`src/rtl/conv_tap_scheduler_pkg.sv`:
```
// Shared constants, types and helpers for the time-multiplexed 32-tap
// convolution controller (conv_tap_scheduler and its MAC lane).
package conv_pkg;

  localparam int N_TAPS  = 32;
  localparam int DATA_W  = 4;
  localparam int ACC_W   = 13;
  localparam int LANES   = 4;
  localparam int N_STEPS = N_TAPS / LANES;
  localparam int IDX_W   = $clog2(N_STEPS);
  localparam int LANE_W  = $clog2(LANES);
  localparam int ADDR_W  = $clog2(N_TAPS);

  typedef logic [DATA_W-1:0] data_t;

  // Weights loaded at reset (and used as constants when loading is disabled).
  localparam data_t DEFAULT_W [N_TAPS] = '{
    4'd6,  4'd14, 4'd13, 4'd10, 4'd10, 4'd14, 4'd3,  4'd4,
    4'd0,  4'd6,  4'd7,  4'd9,  4'd11, 4'd12, 4'd6,  4'd3,
    4'd2,  4'd1,  4'd5,  4'd8,  4'd7,  4'd13, 4'd1,  4'd8,
    4'd7,  4'd12, 4'd13, 4'd10, 4'd10, 4'd9,  4'd7,  4'd7
  };

  typedef enum logic [1:0] {
    IDLE = 2'd0,
    RUN  = 2'd1,
    DONE = 2'd2
  } state_t;

  // Unsigned DATA_W x DATA_W product, zero-extended to the accumulator width.
  function automatic logic [ACC_W-1:0] mul_ext(input data_t a, input data_t b);
    logic [2*DATA_W-1:0] p;
    p = {{DATA_W{1'b0}}, a} * {{DATA_W{1'b0}}, b};
    return {{(ACC_W-2*DATA_W){1'b0}}, p};
  endfunction

endpackage

```
`src/rtl/conv_tap_scheduler_if.sv`:
```
// Handshake bundle for conv_tap_scheduler: IFM input channel and OFM
// result channel. master = upstream/downstream environment, slave = scheduler.
interface conv_tap_scheduler_if
  import conv_pkg::*;
();

  logic                     in_valid;
  logic                     in_ready;
  logic [N_TAPS*DATA_W-1:0] In_IFM;
  logic                     out_valid;
  logic                     out_ready;
  logic [ACC_W-1:0]         Out_OFM;

  modport master (
    output in_valid,
    output In_IFM,
    output out_ready,
    input  in_ready,
    input  out_valid,
    input  Out_OFM
  );

  modport slave (
    input  in_valid,
    input  In_IFM,
    input  out_ready,
    output in_ready,
    output out_valid,
    output Out_OFM
  );

endinterface

```
`src/rtl/conv_tap_scheduler_mac_lane.sv`:
```
// conv_mac_lane: combinational sum of LANES IFM x weight products.
// Each product is zero-extended to ACC_W before summing.
module conv_mac_lane
  import conv_pkg::*;
(
  input  logic [LANES*DATA_W-1:0] ifm,
  input  logic [LANES*DATA_W-1:0] wt,
  output logic [ACC_W-1:0]        psum
);

  // Accumulate the LANES products of this step.
  always_comb begin
    psum = {ACC_W{1'b0}};
    for (int j = 0; j < LANES; j++) begin
      psum = psum + mul_ext(ifm[j*DATA_W +: DATA_W], wt[j*DATA_W +: DATA_W]);
    end
  end

endmodule

```
`src/rtl/conv_tap_scheduler.sv`:
```
// conv_tap_scheduler: accepts one packed IFM vector, walks the taps LANES at
// a time through a single conv_mac_lane, then holds the result until the
// consumer takes it. FSM IDLE -> RUN -> DONE -> IDLE.
// Optional feature macro: CONV_WEIGHT_LOAD_EN adds wt_we/wt_addr/wt_data and
// writable weight registers; without it the weights are constants.
module conv_tap_scheduler
  import conv_pkg::*;
(
  input  logic                    clk,
  input  logic                    rst_n,
  conv_tap_scheduler_if.slave     bus,
  output logic                    busy
`ifdef CONV_WEIGHT_LOAD_EN
  ,
  input  logic                    wt_we,
  input  logic [ADDR_W-1:0]       wt_addr,
  input  data_t                   wt_data
`endif
);

  localparam logic [IDX_W-1:0] IDX_LAST = IDX_W'(N_STEPS - 1);

  state_t                    state_r;
  state_t                    state_s;
  logic [IDX_W-1:0]          idx_r;
  logic [ACC_W-1:0]          acc_r;
  logic [ACC_W-1:0]          acc_next_s;
  logic [ACC_W-1:0]          ofm_r;
  logic                      out_valid_r;
  data_t                     ifm_r [N_TAPS];
  logic [LANES*DATA_W-1:0]   ifm_lane_s;
  logic [LANES*DATA_W-1:0]   wt_lane_s;
  logic [ACC_W-1:0]          psum_s;
  logic                      accept_s;

  assign accept_s = (state_r == IDLE) && bus.in_valid;

`ifdef CONV_WEIGHT_LOAD_EN
  data_t                     wt_r [N_TAPS];
  // When a write and an accept share an edge, the overwritten weight is kept
  // here so the accepted vector still sees the old value.
  logic                      shadow_vld_r;
  logic [ADDR_W-1:0]         shadow_addr_r;
  data_t                     shadow_data_r;

  // Weight registers: writable only in IDLE, reload defaults on reset.
  always_ff @(posedge clk) begin
    if (!rst_n) begin
      wt_r          <= DEFAULT_W;
      shadow_vld_r  <= 1'b0;
      shadow_addr_r <= {ADDR_W{1'b0}};
      shadow_data_r <= {DATA_W{1'b0}};
    end else if (state_r == IDLE) begin
      if (wt_we) begin
        wt_r[wt_addr] <= wt_data;
      end
      if (bus.in_valid) begin
        shadow_vld_r  <= wt_we;
        shadow_addr_r <= wt_addr;
        shadow_data_r <= wt_r[wt_addr];
      end
    end
  end
`endif

  // Select the IFM and weight values for the taps handled at this step.
  always_comb begin : lane_sel_p
    logic [ADDR_W-1:0] tap;
    tap        = {ADDR_W{1'b0}};
    ifm_lane_s = {(LANES*DATA_W){1'b0}};
    wt_lane_s  = {(LANES*DATA_W){1'b0}};
    for (int j = 0; j < LANES; j++) begin
      tap = {idx_r, LANE_W'(j)};
      ifm_lane_s[j*DATA_W +: DATA_W] = ifm_r[tap];
`ifdef CONV_WEIGHT_LOAD_EN
      if (shadow_vld_r && (shadow_addr_r == tap)) begin
        wt_lane_s[j*DATA_W +: DATA_W] = shadow_data_r;
      end else begin
        wt_lane_s[j*DATA_W +: DATA_W] = wt_r[tap];
      end
`else
      wt_lane_s[j*DATA_W +: DATA_W] = DEFAULT_W[tap];
`endif
    end
  end

  conv_mac_lane u_mac (
    .ifm  (ifm_lane_s),
    .wt   (wt_lane_s),
    .psum (psum_s)
  );

  assign acc_next_s = acc_r + psum_s;

  // FSM state register.
  always_ff @(posedge clk) begin
    if (!rst_n) begin
      state_r <= IDLE;
    end else begin
      state_r <= state_s;
    end
  end

  // FSM next-state logic.
  always_comb begin
    state_s = state_r;
    case (state_r)
      IDLE: begin
        if (bus.in_valid) state_s = RUN;
        else              state_s = IDLE;
      end
      RUN: begin
        if (idx_r == IDX_LAST) state_s = DONE;
        else                   state_s = RUN;
      end
      DONE: begin
        if (bus.out_ready) state_s = IDLE;
        else               state_s = DONE;
      end
      default: state_s = IDLE;
    endcase
  end

  // FSM outputs decoded from the state register.
  always_comb begin
    bus.in_ready = 1'b0;
    busy         = 1'b1;
    case (state_r)
      IDLE:    begin bus.in_ready = 1'b1; busy = 1'b0; end
      RUN:     begin bus.in_ready = 1'b0; busy = 1'b1; end
      DONE:    begin bus.in_ready = 1'b0; busy = 1'b1; end
      default: begin bus.in_ready = 1'b0; busy = 1'b1; end
    endcase
  end

  // Datapath: IFM capture, step counter, accumulator and result register.
  always_ff @(posedge clk) begin
    if (!rst_n) begin
      idx_r       <= {IDX_W{1'b0}};
      acc_r       <= {ACC_W{1'b0}};
      ofm_r       <= {ACC_W{1'b0}};
      out_valid_r <= 1'b0;
      for (int i = 0; i < N_TAPS; i++) begin
        ifm_r[i] <= {DATA_W{1'b0}};
      end
    end else begin
      case (state_r)
        IDLE: begin
          if (accept_s) begin
            for (int i = 0; i < N_TAPS; i++) begin
              ifm_r[i] <= bus.In_IFM[i*DATA_W +: DATA_W];
            end
            acc_r <= {ACC_W{1'b0}};
            idx_r <= {IDX_W{1'b0}};
          end
        end
        RUN: begin
          acc_r <= acc_next_s;
          idx_r <= idx_r + {{(IDX_W-1){1'b0}}, 1'b1};
          if (idx_r == IDX_LAST) begin
            ofm_r       <= acc_next_s;
            out_valid_r <= 1'b1;
          end
        end
        DONE: begin
          if (bus.out_ready) begin
            out_valid_r <= 1'b0;
          end
        end
        default: begin
          out_valid_r <= 1'b0;
        end
      endcase
    end
  end

  assign bus.out_valid = out_valid_r;
  assign bus.Out_OFM   = ofm_r;

endmodule
```
`src/flat_wrapper.sv`:
```
// flat-port wrapper written by rule: the top's interface ports become plain ports
module conv_tap_scheduler_flat import conv_pkg::*;
  (clk, rst_n, busy, bus_in_valid, bus_In_IFM, bus_out_ready, bus_in_ready, bus_out_valid, bus_Out_OFM);
  conv_tap_scheduler_if bus_i ();
  input  logic clk;
  input  logic rst_n;
  output logic busy;
  input wire logic [$bits(bus_i.in_valid)-1:0] bus_in_valid;
  input wire logic [$bits(bus_i.In_IFM)-1:0] bus_In_IFM;
  input wire logic [$bits(bus_i.out_ready)-1:0] bus_out_ready;
  output wire logic [$bits(bus_i.in_ready)-1:0] bus_in_ready;
  output wire logic [$bits(bus_i.out_valid)-1:0] bus_out_valid;
  output wire logic [$bits(bus_i.Out_OFM)-1:0] bus_Out_OFM;
  assign bus_i.in_valid = bus_in_valid;
  assign bus_i.In_IFM = bus_In_IFM;
  assign bus_i.out_ready = bus_out_ready;
  assign bus_in_ready = bus_i.in_ready;
  assign bus_out_valid = bus_i.out_valid;
  assign bus_Out_OFM = bus_i.Out_OFM;
  conv_tap_scheduler u_core (.clk(clk), .rst_n(rst_n), .bus(bus_i), .busy(busy));
endmodule
```
`config.mk`:
```
export PLATFORM = sky130hd
export DESIGN_NAME = conv_tap_scheduler_flat
export DESIGN_NICKNAME = d
export VERILOG_FILES = /design/src/rtl/conv_tap_scheduler_pkg.sv /design/src/rtl/conv_tap_scheduler_if.sv /design/src/rtl/conv_tap_scheduler_mac_lane.sv /design/src/rtl/conv_tap_scheduler.sv /design/src/flat_wrapper.sv
export SDC_FILE = /design/constraint.sdc
export NUM_CORES = 1
export LEC_CHECK = 0
export BUFFER_PORTS_ARGS = -buffer_cell sky130_fd_sc_hd__buf_2
export CORE_MARGIN = 2
export CORE_UTILIZATION = 45
export DETAILED_ROUTE_END_ITERATION = 7
export PLACE_DENSITY = 0.72
export SLEW_MARGIN = 20
export SYNTH_ARGS = -nofsm -noshare
export SYNTH_HDL_FRONTEND = slang
export SYNTH_SLANG_ARGS = --single-unit
export TNS_END_PERCENT = 5
```
`constraint.sdc`:
```
create_clock -name clk -period 9.95 [get_ports clk]
set_input_delay 1.99 -clock clk [delete_from_list [all_inputs] [get_ports clk]]
set_output_delay 1.99 -clock clk [all_outputs]
set_load 0.05 [all_outputs]
```
; ---- Yosys cells after proc, flatten, opt, wreduce, memory -nomap -nowiden
; Memory sizes are Yosys's and may differ from the RTL's. A register that Yosys moved wholly into a read port is not among the register bits.
; Index checks and enable logic that the tools add are counted.
[totals]
ff_bits = 32
latchBits = 0
ram_bits = 128
mem_bits_ro = 512
inputBits = 132
output_inout_bits = 16
wordCells = 138
n_memories = 5
[op_classes]
addsub = 5
mul = 4
div_mod_pow = 0
order_cmp = 4
eq_ne = 6
n_shift = 0
muxes = 66
bitwise_logic = 37
reduce_logical = 6
[mem_list]
columns = memory, words, width, rd, rd_ports_with_merged_regs, write_ports, line
row1 = (name not given), 32, 4, 1, 0, 0, conv_tap_scheduler.sv:82  ; wt_lane_s[j*DATA_W +: DATA_W] = DEFAULT_W[tap];
row2 = (name not given), 32, 4, 1, 0, 0, conv_tap_scheduler.sv:82
row3 = (name not given), 32, 4, 1, 0, 0, conv_tap_scheduler.sv:82
row4 = (name not given), 32, 4, 1, 0, 0, conv_tap_scheduler.sv:82
row5 = u_core.ifm_r, 32, 4, 4, 4, 32, conv_tap_scheduler.sv:30  ; data_t ifm_r [N_TAPS];
[ops]
columns = op, n
row1 = 2-to-1 mux 4 bit, 40
row2 = 2-to-1 mux 5 bit, 8
row3 = multiplier 4 x 4 -> 8 bit, 4
row4 = bitwise OR 1 bit, 32
row5 = case mux 13 bit (2 select lines), 1
row6 = ">= comparator 6 bit, second input constant", 4
row7 = NOT 5 -> 6 bit, 4
row8 = adder 13 x 11 -> 13 bit, 1
row9 = 2-to-1 mux 13 bit, 1
row10 = adder 10 x 8 -> 11 bit, 1
row11 = adder 9 x 8 -> 10 bit, 1
row12 = 2-to-1 mux 1 bit, 10
row13 = adder 8 x 8 -> 9 bit, 1
row14 = case mux 2 bit (3 select lines), 1
row15 = case mux 3 bit (2 select lines), 1
row16 = 2-to-1 mux 2 bit, 2
row17 = "inequality test 2 x 1 -> 1 bit, second input constant", 2
row18 = AND reduction 2 bit, 2
row19 = "adder 3 x 1 -> 3 bit, second input constant", 1
row20 = "== test 3 bit, second input constant", 1
row21 = 2-to-1 mux 3 bit, 1
row22 = case mux 1 bit (3 select lines), 1
row23 = AND reduction 3 bit, 1
row24 = "== test 2 x 1 -> 1 bit, second input constant", 1
row25 = 6 further kinds, 6

; ---- Depth between registers and ports, before layout
[depth]
word_depth = 10
depth_mapped = 24
mapped_depth_nobuf = 23

; ---- By module
; From an unflattened synthesis, not the netlist that was laid out.
[hier_totals]
cells_unflattened = 842
hier_area_um2 = 10020.9
[by_module_without_submodules]
columns = mod, instances, cells_each, area_per_inst_um2, seq_area_each_um2
row1 = conv_tap_scheduler, 1, 561, 7617.3, 4544.4
row2 = conv_mac_lane, 1, 281, 2403.6, 0.0

; ---- Least setup slack after synthesis
; Ideal clock, no wire load.
[synth_path]
path_kind = register -> register
start = reg with a tool-made name
end = reg u_core.ofm_r[10] (netlist: u_core.bus.Out_OFM[10])
setup_time_ns = 0.062
t_arrival_ns = 6.128
t_required_ns = 9.888
path_slack_ns = 3.760
stages_incl_launch_ff = 20
path_buffers = 2
period_less_slack_ns = 6.190
cell_sequence = dfxtp_1 buf_6 buf_6 mux4_1 mux2_2 nand2_1 fa_1 fa_1 inv_1 fa_1 fa_1 inv_1 fa_1 fa_1 fa_1 nand2b_1 a21oi_2 a41oi_1 or4_1 nand3_1
[synth_rtl]
columns = element, line
row1 = to (signal assigned), conv_tap_scheduler.sv:141  ; ofm_r <= {ACC_W{1'b0}};
row2 = to (signal assigned), conv_tap_scheduler.sv:161  ; ofm_r <= acc_next_s;
row3 = to (decl), conv_tap_scheduler.sv:28  ; logic [ACC_W-1:0] ofm_r;

==> impl_metrics.env <==
export IMPL_status="finished, final reports clean"
export IMPL_clock_latency_ps=430
export IMPL_nFillCells=1851
export IMPL_crit_top_cell="fa_1"
export IMPL_ios=148
export IMPL_wire_per_inst_um=16.93
export IMPL_cts_setup_buffers=0
export IMPL_critPathLaunchType="flop"
export IMPL_drtIter0Drc=380
export IMPL_postSynthAreaPerCell_um2=12.35
export IMPL_io_buffer_count=147
export IMPL_synth_async_reset_ratio_pct=0
export IMPL_drive_above_1_share_pct=22.70
export IMPL_start_util_pct=45.45
export IMPL_dieArea_um2=23100
export IMPL_min_path_type="flop to flop"
export IMPL_syn_nets=1037
export IMPL_grt_max_degree=91
export IMPL_grt_antenna_before_repair=0
export IMPL_grt_pass1_vias=6526
export IMPL_hold_viol=0
export IMPL_ctsHoldBuffers=0
export IMPL_ant_nets=0
export IMPL_grt_use_met3_pct=4.193
export IMPL_fp_dieH_um=152
export IMPL_synth_edff_count=128
export IMPL_crit_slowest_cell="dfxtp_2"
export IMPL_seqCellArea_um2=4546
export IMPL_drc=0
export IMPL_cts_buffers=17
export IMPL_netlist_area_leader_share_pct=38.99
export IMPL_rsz0062_at_grt="no"
export IMPL_synth_area_leaders="edfxtp_1 39%, fa_1 11%, and2_1 8.4%"
export IMPL_fmax_mhz=140.3
export IMPL_cp_end_kind="flop"
export IMPL_syn_area_um2=9857
export IMPL_yosys_warnings=0
export IMPL_synthCells=798
export IMPL_clk_pin_slew_ps=70
export IMPL_clockRootBuffer="clkbuf_16"
export IMPL_worstPathMaxFanout=32
export IMPL_slew_viol_final=0
export IMPL_htreeDepth=4
export IMPL_num_nets_final=1173
export IMPL_cp_required_ps=10320
export IMPL_track_usage_pct=18.72
export IMPL_slew_headroom_pct=30.87
export IMPL_reg2reg_depth=18
export IMPL_finClkSkew_ps=10.19
export IMPL_worst_path_stages=18
export IMPL_die_x_um=152
export IMPL_antennaDiodeCount=0
export IMPL_cts_tree="done"
export IMPL_fp_row_count=54
export IMPL_fin_crit_ps=7129
export IMPL_period_share_pct=71.64
export IMPL_ir_worst_vdd_mv=0.2623
export IMPL_arrival_ps=7500
export IMPL_syn2layout_area_growth_pct=15.44
export IMPL_drt_first_pass_iters=4
export IMPL_vias=6206
export IMPL_vias_per_cell=5.058
export IMPL_grt_pass1_wl_um=33830
export IMPL_ctsResizeCount=0
export IMPL_routabilityCongestion=0.8883
export IMPL_path_cells="mux4_1, mux2i_1, nor2_1, fa_1, inv_1, fa_1, inv_1, fa_1, fa_1, inv_1, fa_1, fa_1, fa_1, nand2b_1, a21oi_2, a41oi_1, or4_1, nand3_1"
export IMPL_multiInputGateArea_um2=4771
export IMPL_worst_path_buf_inv=3
export IMPL_ys_ff_latch=163
export IMPL_worstSetupPathType="flop to flop"
export IMPL_endpoint="u_core.bus.Out_OFM[10]"
export IMPL_yosysTopAreaCell="edfxtp_1"
export IMPL_grtUsageMet1_pct=25.63
export IMPL_r2r_end="u_core.bus.Out_OFM[10]"
export IMPL_dp_hpwl_um=15550
export IMPL_cap_violations=0
export IMPL_drt_wl_total_um=20770
export IMPL_cp_top_family="adder cells"
export IMPL_tightest_slew_ps=1037
export IMPL_cts_buffer_depth=2
export IMPL_core_area_um2=21690
export IMPL_synth_cell_types=55
export IMPL_setup_violations=0
export IMPL_overflow=0
export IMPL_power_leakage_uw=0.004934
export IMPL_synthFlopType="edfxtp_1"
export IMPL_powerDensity_nw_per_um2=245.8
export IMPL_yosysSeqAreaShare_pct=46.10
export IMPL_top_usage_layer="met2"
export IMPL_utilization_pct=52.46
export IMPL_use_met2_pct=30.48
export IMPL_r2r_setup_slack_ps=2820
export IMPL_max_stage_delay_ps=1000
export IMPL_tns_ps=0
export IMPL_cts_sinks=163
tightest hold or removal path: cells and delay by family (launching register included):
kind | cells | cell delay [ps]
DFF | 1 | 310
and+or+nand+nor | 1 | 50
AOI/OAI and AO/OA | 1 | 50
report_power, final:
part           total, µW  switching [µW]  internal (µW)
Clock                621             293            327
Combinational       1350             810            541
Sequential           826            26.5            799
Total               2800            1130           1670
placed cells by master, fill, tap and decap left out, types with 3 or more instances in the layout:
cell type,n
nand2_1,35
buf_4,4
nand4_1,10
dfxtp_1,34
o21ai_0,3
a31oi_1,3
mux2_2,5
a21oi_1,15
inv_8,4
o211ai_1,3
nor2_1,52
edfxtp_1,128
a211oi_1,3
nor2b_1,4
ha_1,51
mux4_2,11
mux2i_2,4
clkinv_4,4
a22oi_1,7
nand2b_1,8
buf_2,147
fa_1,56
and2_1,133
mux4_1,21
a21o_1,5
or3_1,4
a21boi_0,4
o311ai_0,3
inv_1,95
nand3_1,12
mux2i_1,11
or2_1,10
clkbuf_16,17
synth_stat cells, types with 8 or more instances:
cell type  instances
inv_1             95
edfxtp_1         128
nand2b_1           8
ha_1              51
nand3_1           12
a21oi_1           15
mux4_2            11
fa_1              56
dfxtp_1           35
and2_1           133
nand2_1           36
mux4_1            21
nor2_1            53
clkbuf_1          21
nand4_1           10
mux2i_1           11
or2_1             10
sequential cells by signal, summed over array words and instances (netlist names), named ones only:
signal / cells
u_core.ifm_r: 128
u_core.acc_r: 13
u_core.bus.Out_OFM: 13
u_core.idx_r: 3
u_core.state_r: 2
u_core.bus.out_valid: 1
cell families after synthesis:
| kind of cell | after synthesis | synth area share, % |
|---|---|---|
| mux | 53 | 10.51 |
| compound gates | 60 | 4.265 |
| flops | 163 | 46.10 |
| fa+ha+maj | 107 | 17.85 |
| simple gates | 278 | 15.27 |
| xor+xnor | 4 | 0.3555 |
| buf+inv | 133 | 5.649 |
stage by stage:
step | cells | area [µm²] | hold WS [ps] | worst slack, ps | power, µW
6_report | 1227 | 11380 | 454.4 | 2821 | 2797
3_5_place_dp | 1194 | 10800 | 446.8 | 2765 | 2177
5_1_grt | 1227 | 11380 | 486.0 | 2418 | 3034
4_1_cts | 1226 | 11350 | 456.3 | 2749 | 2814
2_1_floorplan | 798 | 9857 | 454.5 | 3760 | 1862
3_3_place_gp | 1194 | 10800 | 446.6 | 2927 | 2165
per-layer routing:
metal  wire length, µm  share of wire (%)
met1              9208                 44
met2             10180                 49
met3              1094                5.3
met4               289                1.4
met5                 0                  0
worst min-delay path by stage:
stage                     slack, ps  cells past startpoint                  start                     to
after detailed placement        450                      2  u_core.bus.Out_OFM[5]  u_core.bus.Out_OFM[5]
after global placement          450                      2  u_core.bus.Out_OFM[0]  u_core.bus.Out_OFM[0]
after global routing            490                      2  u_core.bus.Out_OFM[0]  u_core.bus.Out_OFM[0]
final                           450                      2  u_core.bus.Out_OFM[5]  u_core.bus.Out_OFM[5]
after floorplan                 450                      2        u_core.acc_r[3]        u_core.acc_r[3]
after CTS                       460                      2  u_core.bus.Out_OFM[5]  u_core.bus.Out_OFM[5]
cell type report:
class                           count  share of cell area, %
Clock buffer                       18                  3.772
Clock inverter                     14                  1.067
Tap cell                          280                  3.079
Timing Repair Buffer              153                  7.005
Sequential cell                   163                  39.95
Inverter                           97                  3.200
Multi-Input combinational cell    502                  41.93
No activity file was read; power rests on OpenSTA's default activity.
